==> config.mk <==
export PLATFORM = sky130hd
export DESIGN_NAME = cordic_rotator
export DESIGN_NICKNAME = d
export VERILOG_FILES = /design/src/rtl/cordic_pkg.sv /design/src/rtl/cordic_stage.sv /design/src/rtl/cordic_rotator.sv
export SDC_FILE = /design/constraint.sdc
export NUM_CORES = 2
export LEC_CHECK = 0
export CAP_MARGIN = 10
export CORE_ASPECT_RATIO = 0.75
export CORE_MARGIN = 4
export CORE_UTILIZATION = 56
export DETAILED_ROUTE_END_ITERATION = 12
export PLACE_DENSITY = 0.73
export REMOVE_ABC_BUFFERS = 1
export SYNTH_ARGS = -nofsm -noshare
export SYNTH_HDL_FRONTEND = slang
export SYNTH_SLANG_ARGS = --single-unit
==> constraint.sdc <==
create_clock -name clk -period 5.19 [get_ports clk]
set_input_delay 0.7785 -clock clk [delete_from_list [all_inputs] [get_ports clk]]
set_output_delay 0.7785 -clock clk [all_outputs]
set_load 0.02 [all_outputs]
==> src/rtl/cordic_pkg.sv <==
// cordic_pkg: shared CORDIC constants.
// Contents:
//   SZ_DEF  - default input width, which is also the pipeline depth
//   ANGLE_W - binary angle width; a full circle is 2^ANGLE_W
//   ATAN    - per-stage arctangent constants, round(atan(2^-i)/(2*pi)*2^32)
package cordic_pkg;
    localparam int SZ_DEF  = 16;
    localparam int ANGLE_W = 32;
    localparam logic [ANGLE_W-1:0] ATAN [15] = '{
        32'h20000000, 32'h12E4051E, 32'h09FB385B, 32'h051111D4,
        32'h028B0D43, 32'h0145D7E1, 32'h00A2F61E, 32'h00517C55,
        32'h0028BE53, 32'h00145F2F, 32'h000A2F98, 32'h000517CC,
        32'h00028BE6, 32'h000145F3, 32'h0000A2FA
    };
endpackage

==> src/rtl/cordic_stage.sv <==
// cordic_stage: one registered CORDIC micro-rotation by +/-atan(2^-SHIFT).
// Ports:
//   clk, rst_n    - clock, synchronous active-low reset
//   x_i, y_i, z_i - vector and residual angle from the previous register
//   x_o, y_o, z_o - registered rotated vector and updated residual angle
module cordic_stage
    import cordic_pkg::*;
#(
    parameter int                 SZ     = SZ_DEF,
    parameter int                 SHIFT  = 0,
    parameter logic [ANGLE_W-1:0] ATAN_C = '0
) (
    input  logic               clk,
    input  logic               rst_n,
    input  logic [SZ:0]        x_i,
    input  logic [SZ:0]        y_i,
    input  logic [ANGLE_W-1:0] z_i,
    output logic [SZ:0]        x_o,
    output logic [SZ:0]        y_o,
    output logic [ANGLE_W-1:0] z_o
);
    logic [SZ:0]        x_d, y_d, x_q, y_q;
    logic [ANGLE_W-1:0] z_d, z_q;
    logic [SZ:0]        xs, ys;

    assign xs = $signed(x_i) >>> SHIFT;
    assign ys = $signed(y_i) >>> SHIFT;

    // A negative residual angle rotates clockwise, otherwise counter-clockwise.
    always_comb begin
        x_d = z_i[ANGLE_W-1] ? x_i + ys : x_i - ys;
        y_d = z_i[ANGLE_W-1] ? y_i - xs : y_i + xs;
        z_d = z_i[ANGLE_W-1] ? z_i + ATAN_C : z_i - ATAN_C;
    end

    always_ff @(posedge clk) begin
        if (!rst_n) begin
            x_q <= '0;
            y_q <= '0;
            z_q <= '0;
        end else begin
            x_q <= x_d;
            y_q <= y_d;
            z_q <= z_d;
        end
    end

    assign x_o = x_q;
    assign y_o = y_q;
    assign z_o = z_q;
endmodule

==> src/rtl/cordic_rotator.sv <==
// cordic_rotator: fully pipelined rotation-mode CORDIC, one sample per clock, latency SZ.
// Ports:
//   clk, rst_n - clock, synchronous active-low reset (clears every pipeline register)
//   angle      - unsigned binary angle, full circle = 2^32
//   Xin, Yin   - signed SZ-bit input vector
//   Xout, Yout - signed SZ+1-bit rotated vector, CORDIC gain (~1.647) not compensated
module cordic_rotator
    import cordic_pkg::*;
#(
    parameter int SZ = SZ_DEF
) (
    input  logic               clk,
    input  logic               rst_n,
    input  logic [ANGLE_W-1:0] angle,
    input  logic [SZ-1:0]      Xin,
    input  logic [SZ-1:0]      Yin,
    output logic [SZ:0]        Xout,
    output logic [SZ:0]        Yout
);
    logic [SZ:0]        x_w [SZ];
    logic [SZ:0]        y_w [SZ];
    logic [ANGLE_W-1:0] z_w [SZ];
    logic [SZ:0]        x0_d, y0_d, x0_q, y0_q;
    logic [ANGLE_W-1:0] z0_d, z0_q;
    logic [SZ:0]        xe, ye;
    logic [1:0]         quad;
    logic               unused_z;

    assign xe   = {Xin[SZ-1], Xin};
    assign ye   = {Yin[SZ-1], Yin};
    assign quad = angle[ANGLE_W-1:ANGLE_W-2];

    // Pre-rotate by +/-90 degrees so the micro-rotations only cover [-90, +90].
    always_comb begin
        x0_d = quad == 2'b01 ? -ye : quad == 2'b10 ? ye : xe;
        y0_d = quad == 2'b01 ? xe : quad == 2'b10 ? -xe : ye;
        z0_d = quad == 2'b01 ? {2'b00, angle[ANGLE_W-3:0]} :
               quad == 2'b10 ? {2'b11, angle[ANGLE_W-3:0]} : angle;
    end

    always_ff @(posedge clk) begin
        if (!rst_n) begin
            x0_q <= '0;
            y0_q <= '0;
            z0_q <= '0;
        end else begin
            x0_q <= x0_d;
            y0_q <= y0_d;
            z0_q <= z0_d;
        end
    end

    assign x_w[0] = x0_q;
    assign y_w[0] = y0_q;
    assign z_w[0] = z0_q;

    for (genvar i = 0; i < SZ - 1; i++) begin : g_stage
        cordic_stage #(
            .SZ    (SZ),
            .SHIFT (i),
            .ATAN_C(ATAN[i])
        ) u_stage (
            .clk  (clk),
            .rst_n(rst_n),
            .x_i  (x_w[i]),
            .y_i  (y_w[i]),
            .z_i  (z_w[i]),
            .x_o  (x_w[i+1]),
            .y_o  (y_w[i+1]),
            .z_o  (z_w[i+1])
        );
    end

    // The final angle residue has no consumer.
    assign unused_z = ^z_w[SZ-1];

    assign Xout = x_w[SZ-1];
    assign Yout = y_w[SZ-1];
endmodule

* Yosys cells after proc, flatten, opt, wreduce, memory -nomap -nowiden
Cells that the tools add are included.
** Storage, ports and cells
- Flip-flop bits (word level) :: 1024
- Memories :: 0
- RAM bits :: 0
- Latch bits :: 0
- Bits of input ports :: 66
- Bits in read-only memories :: 0
** Cells by class
- Order comparisons :: 0
- Multiplexer cells :: 50
- Bitwise logic cells :: 1
- Divide/modulo/power cells :: 0
- Eq/ne operators :: 2
- Reduce and logical (&&, ||, !) cells :: 1
- Shifts and indexed selects :: 0
- $mul :: 0
- $add $sub $neg :: 89
** Operator list (number)
- $mux 17 :: 34
- $sub 17x17->17 :: 30
- $add 17x17->17 :: 29
- $mux 32 :: 15
- $neg 17->17 :: 2
- $add 32x17->32 const B :: 1
- $add 32x18->32 const B :: 1
- $add 32x19->32 const B :: 1
- $add 32x20->32 const B :: 1
- $add 32x21->32 const B :: 1
- $add 32x22->32 const B :: 1
- $add 32x23->32 const B :: 1
- $add 32x24->32 const B :: 1
- $add 32x25->32 const B :: 1
- $add 32x26->32 const B :: 1
- $add 32x27->32 const B :: 1
- $add 32x28->32 const B :: 1
- $add 32x29->32 const B :: 1
- $add 32x30->32 const B :: 1
- $sub 32x17->32 const B :: 1
- $sub 32x18->32 const B :: 1
- $sub 32x19->32 const B :: 1
- $sub 32x20->32 const B :: 1
- $sub 32x21->32 const B :: 1
- other kinds (14) :: 14

* Longest topological paths before layout
- Depth after elaboration :: 3
- Depth in mapped cells :: 19

* Cells and area by module
Synthesis repeated with hierarchy kept, for this count alone.
** Unflattened totals
- Cell total of the unflattened synthesis :: 10101
- Area, all modules :: 82410.3 um2
** Modules (own cells, without submodules)
- cordic_stage at g_stage[3].u_stage :: cells each 702, seq. area each 1321.3 um2, area an instance 5581.6 um2, instances 1
- cordic_stage at g_stage[13].u_stage :: cells each 676, seq. area each 1321.3 um2, area an instance 5524.0 um2, instances 1
- cordic_stage at g_stage[2].u_stage :: cells each 686, seq. area each 1321.3 um2, area an instance 5512.8 um2, instances 1
- cordic_stage at g_stage[7].u_stage :: cells each 664, seq. area each 1321.3 um2, area an instance 5393.9 um2, instances 1
- cordic_stage at g_stage[5].u_stage :: cells each 663, seq. area each 1321.3 um2, area an instance 5392.7 um2, instances 1
- cordic_stage at g_stage[8].u_stage :: cells each 654, seq. area each 1321.3 um2, area an instance 5372.7 um2, instances 1
- cordic_stage at g_stage[4].u_stage :: cells each 665, seq. area each 1321.3 um2, area an instance 5363.9 um2, instances 1
- cordic_stage at g_stage[9].u_stage :: cells each 673, seq. area each 1321.3 um2, area an instance 5360.1 um2, instances 1
- cordic_stage at g_stage[14].u_stage :: cells each 659, seq. area each 1321.3 um2, area an instance 5307.6 um2, instances 1
- cordic_stage at g_stage[1].u_stage :: cells each 642, seq. area each 1321.3 um2, area an instance 5298.8 um2, instances 1
- cordic_stage at g_stage[12].u_stage :: cells each 642, seq. area each 1321.3 um2, area an instance 5231.3 um2, instances 1
- cordic_stage at g_stage[11].u_stage :: cells each 635, seq. area each 1321.3 um2, area an instance 5173.7 um2, instances 1
- cordic_stage at g_stage[6].u_stage :: cells each 626, seq. area each 1321.3 um2, area an instance 5141.2 um2, instances 1
- cordic_stage at g_stage[10].u_stage :: cells each 632, seq. area each 1321.3 um2, area an instance 5114.9 um2, instances 1
- +2 rows

* Worst setup path before layout
No wires, ideal clock.
- Path kind :: register to register
- Start point :: register g_stage[5].u_stage.z_q[31]
- End point :: register g_stage[6].u_stage.x_q[16]
- Stages on the path, launching flop included :: 18
- Arrival :: 3852 ps
- Period minus slack after synthesis :: 3958 ps
- Slack :: 1232 ps
- Setup time :: 106 ps
- Cell sequence :: dfxtp_1 clkbuf_1 clkbuf_1 clkbuf_1 nor2_1 xor2_1 ha_1 a21o_1 a21oi_1 o21bai_1 a21oi_1 nor2b_1 o21a_1 o31a_1 o41ai_1 o21ai_0 a21o_1 o311ai_0
** On the way
- Cells in the longest elaborated chain, start to end :: 1
** Ends and longest elaborated chain
- start: declaration :: line cordic_stage.sv:23 : logic [ANGLE_W-1:0] z_d, z_q;
- start signal: assignment :: line cordic_stage.sv:44 : z_q <= z_d;
- $mux 17 :: line cordic_stage.sv:31 : x_d = z_i[ANGLE_W-1] ? x_i + ys : x_i - ys;
- end signal: assignment :: line cordic_stage.sv:38 : x_q <= '0;
- end signal: assignment :: line cordic_stage.sv:42 : x_q <= x_d;
- end: declaration :: line cordic_stage.sv:22 : logic [SZ:0] x_d, y_d, x_q, y_q;
Every way passes these cells.
A chain may end at the register's enable or synchronous reset.

* Worst setup path in the final report
- Start point :: register g_stage[8].u_stage.z_q[31]
- End point :: register g_stage[9].u_stage.z_q[24]
** On the way
- Cells in the longest elaborated chain, start to end :: 1
** Ends and longest elaborated chain
- start: declaration :: line cordic_stage.sv:23
- start signal: assignment :: line cordic_stage.sv:44
- $mux 32 :: line cordic_stage.sv:33 : z_d = z_i[ANGLE_W-1] ? z_i + ATAN_C : z_i - ATAN_C;
- end signal: assignment :: line cordic_stage.sv:44
- end: declaration :: line cordic_stage.sv:23
Every way passes these cells.

==> metrics.cfg <==
[run_status]
status = finished clean

[setup_path]
crit_type = flop to flop
critPathCaptureType = flop
required_ns = 5.77
crit_slowest_cell = dfxtp_1
cp_num_buf_inv = 2
crit_chain = clkinv_1 > buf_4 > ha_1 > a21o_1 > a21o_1 > a21oi_1 > nand3_1 > o311ai_1 > nand3_1 > a31oi_1 > o21bai_1 > xnor2_1 > nor2_1
crit_start = g_stage[8].u_stage.z_o[31]
start_kind = flop
timing.rr.start = g_stage[8].u_stage.z_o[31]
critPathTopFamily = compound AO/OA/AOI/OAI gates
max_stage_delay_ns = 0.91
cp.arrival_ns = 5.15
cp_max_fo = 19

[floorplanning]
die_w_um = 419
initial_core_util_pct = 56.6
rows = 112
die_height_um = 316
core_sq_mm = 0.125
ios = 100
die-area_sq_mm = 0.132

[detailed_routing]
routed_wl_um = 170000
vias = 59800
dr.first_iter.drc_count = 4784
wl_per_cell_um = 16.5
drt_pass1_iterations = 5
final_antenna_net_count = 0
vias_per_cell = 5.78
drc = 0

[finish]
drive_above_1_share_pct = 4.20
register_area_sq_mm = 0.0199
layout.nets = 9656
final-instance-count-excl-fill = 10300
nFillCells = 11100
num_antenna_cells = 0
fin_area_sq_mm = 0.0772
multi_input_area_sq_mm = 0.0483
synthToLayoutAreaGrowth_pct = 9.07

[cts]
post_cts_resize_count = 0
path_clk_slew_ns = 0.06
cts_root_buffer = clkbuf_16
clk_latency_ns = 0.73
htreeDepth = 3
postCtsHoldBufs = 0
cts_tree = built
cts_setup_buffers = 0
clock-sinks = 992
numCtsBuffers = 100
clk_path_buf_depth = 3

[yosys]
postSynthAreaPerCell_sq_um = 8.25
synth_edf_count = 0
async_flop_share_pct = 0
yosysMostFrequentCell = nor2_1
synth_common_cells = nor2_1, dfxtp_1, ha_1
netlist.area_leader.share_pct = 28.1
yosysTopAreaCell = dfxtp_1
synth_ff_type = dfxtp_1
ys_seq_area_share_pct = 28.1
ys_ff_latch = 992
synth_cell_types = 104
yosys_warnings = 0
netlist_top_cells_area = dfxtp_1, ha_1, nor2_1
netlist_area_sq_mm = 0.0708
syn-instance-count = 8582

[sta]
grt_setup_unrepaired = false
timing.final.crit_share_pct = 88.1
period_minus_slack_ns = 4.57
fmax_mhz = 219
setup_viol = 0
setup_slack_ns = 0.618
worst_slew_pin_slew_ns = 1.12
slew_headroom_pct = 24.9
slew_viol_final = 0
skew_ns = 0.0231
finalHoldViolCount = 0

[global_route]
grtUsageTotal_pct = 25.2
antenna_found_initial = 0
grt_max_degree = 150
grt_overflow = 0
grt_pass1_vias = 56200
grt_first_pass_wirelength_um = 283000

[placed_design]
place_area_sq_mm = 0.0734
placed_cells = 10200
io_buffer_count = 99
pre_cts_slack_ns = 0.822
place.gp.congestion = 0.905
dp_hpwl_um = 131000

[hold_path]
holdCritPathClass = flop to flop
min_from = z0_q[23]

[run]
maxCapViolations = 0

logic make-up after synthesis:
logic type,after synthesis,synth area share (%)
AND/OR/NAND/NOR,2877,19.5
AO/OA/AOI/OAI,2163,19.9
flip-flops,992,28.1
adder cells (fa/ha/maj),989,17.9
XOR/XNOR,757,9.37
buffers and inverters,695,3.70
multiplexers,109,1.59
sequential cells by signal (all words and copies together) (netlist names):
signal and count:
z0_q 32, g_stage.u_stage.z_o 417, x0_q 17, g_stage.u_stage.y_o 255
g_stage.u_stage.x_o 254, y0_q 17
metrics by stage:
step	setup TNS, ns	util (%)	hold slack [ns]
after floorplan	-6139.82	-	0.412
after global placement	0	58.7	0.414
after detailed placement	0	58.7	0.417
after CTS	0	61.8	0.432
after global routing	0	61.8	0.443
final	0	61.8	0.431
cell type report:
type                       instances  area share [%]
inverter                         460            2.25
multi-input combinational       6895            62.6
sequential                       992            25.7
timing repair buffer             152            1.86
clock inverter                    69            1.41
tap                             1653            2.68
clock buffer                     118            3.50
metal layers:
metal / GRT usage (%) / routed length (um) / share of wire (%) / vias up
met5: 0 / 0 / 0 / -
met4: 4.50 / 2590 / 1.5 / 0
met3: 3.27 / 9550 / 5.6 / 168
met2: 38.0 / 69800 / 41 / 1379
met1: 38.7 / 88400 / 52 / 27800
li1: - / - / - / 30500
placed cells by master, fill, tap and decap left out, types with 100 or more instances in the layout:
cell,synthesis,layout
ha_1,945,945
clkbuf_16,0,100
nor2b_1,141,141
dfxtp_1,992,991
xnor2_1,441,441
o21ai_0,359,359
nor3_1,330,330
nand2_1,411,411
a21o_1,287,287
nor2_1,1163,1163
a21oi_1,689,689
xor2_1,316,316
o21a_1,130,130
nand3_1,135,135
and2_1,170,170
inv_1,453,452
final timing paths:
path,depth (start not counted),slack (ns),to
setup / recovery,13,0.62,g_stage[9].u_stage.z_o[24]
hold / removal,1,0.43,g_stage[0].u_stage.z_o[23]
setup reg to reg,13,0.62,g_stage[9].u_stage.z_o[24]
hold reg to reg,1,0.43,g_stage[0].u_stage.z_o[23]
Power is not shown: default switching activity piles up to over one toggle a cycle in this logic, so the estimate is an artifact.
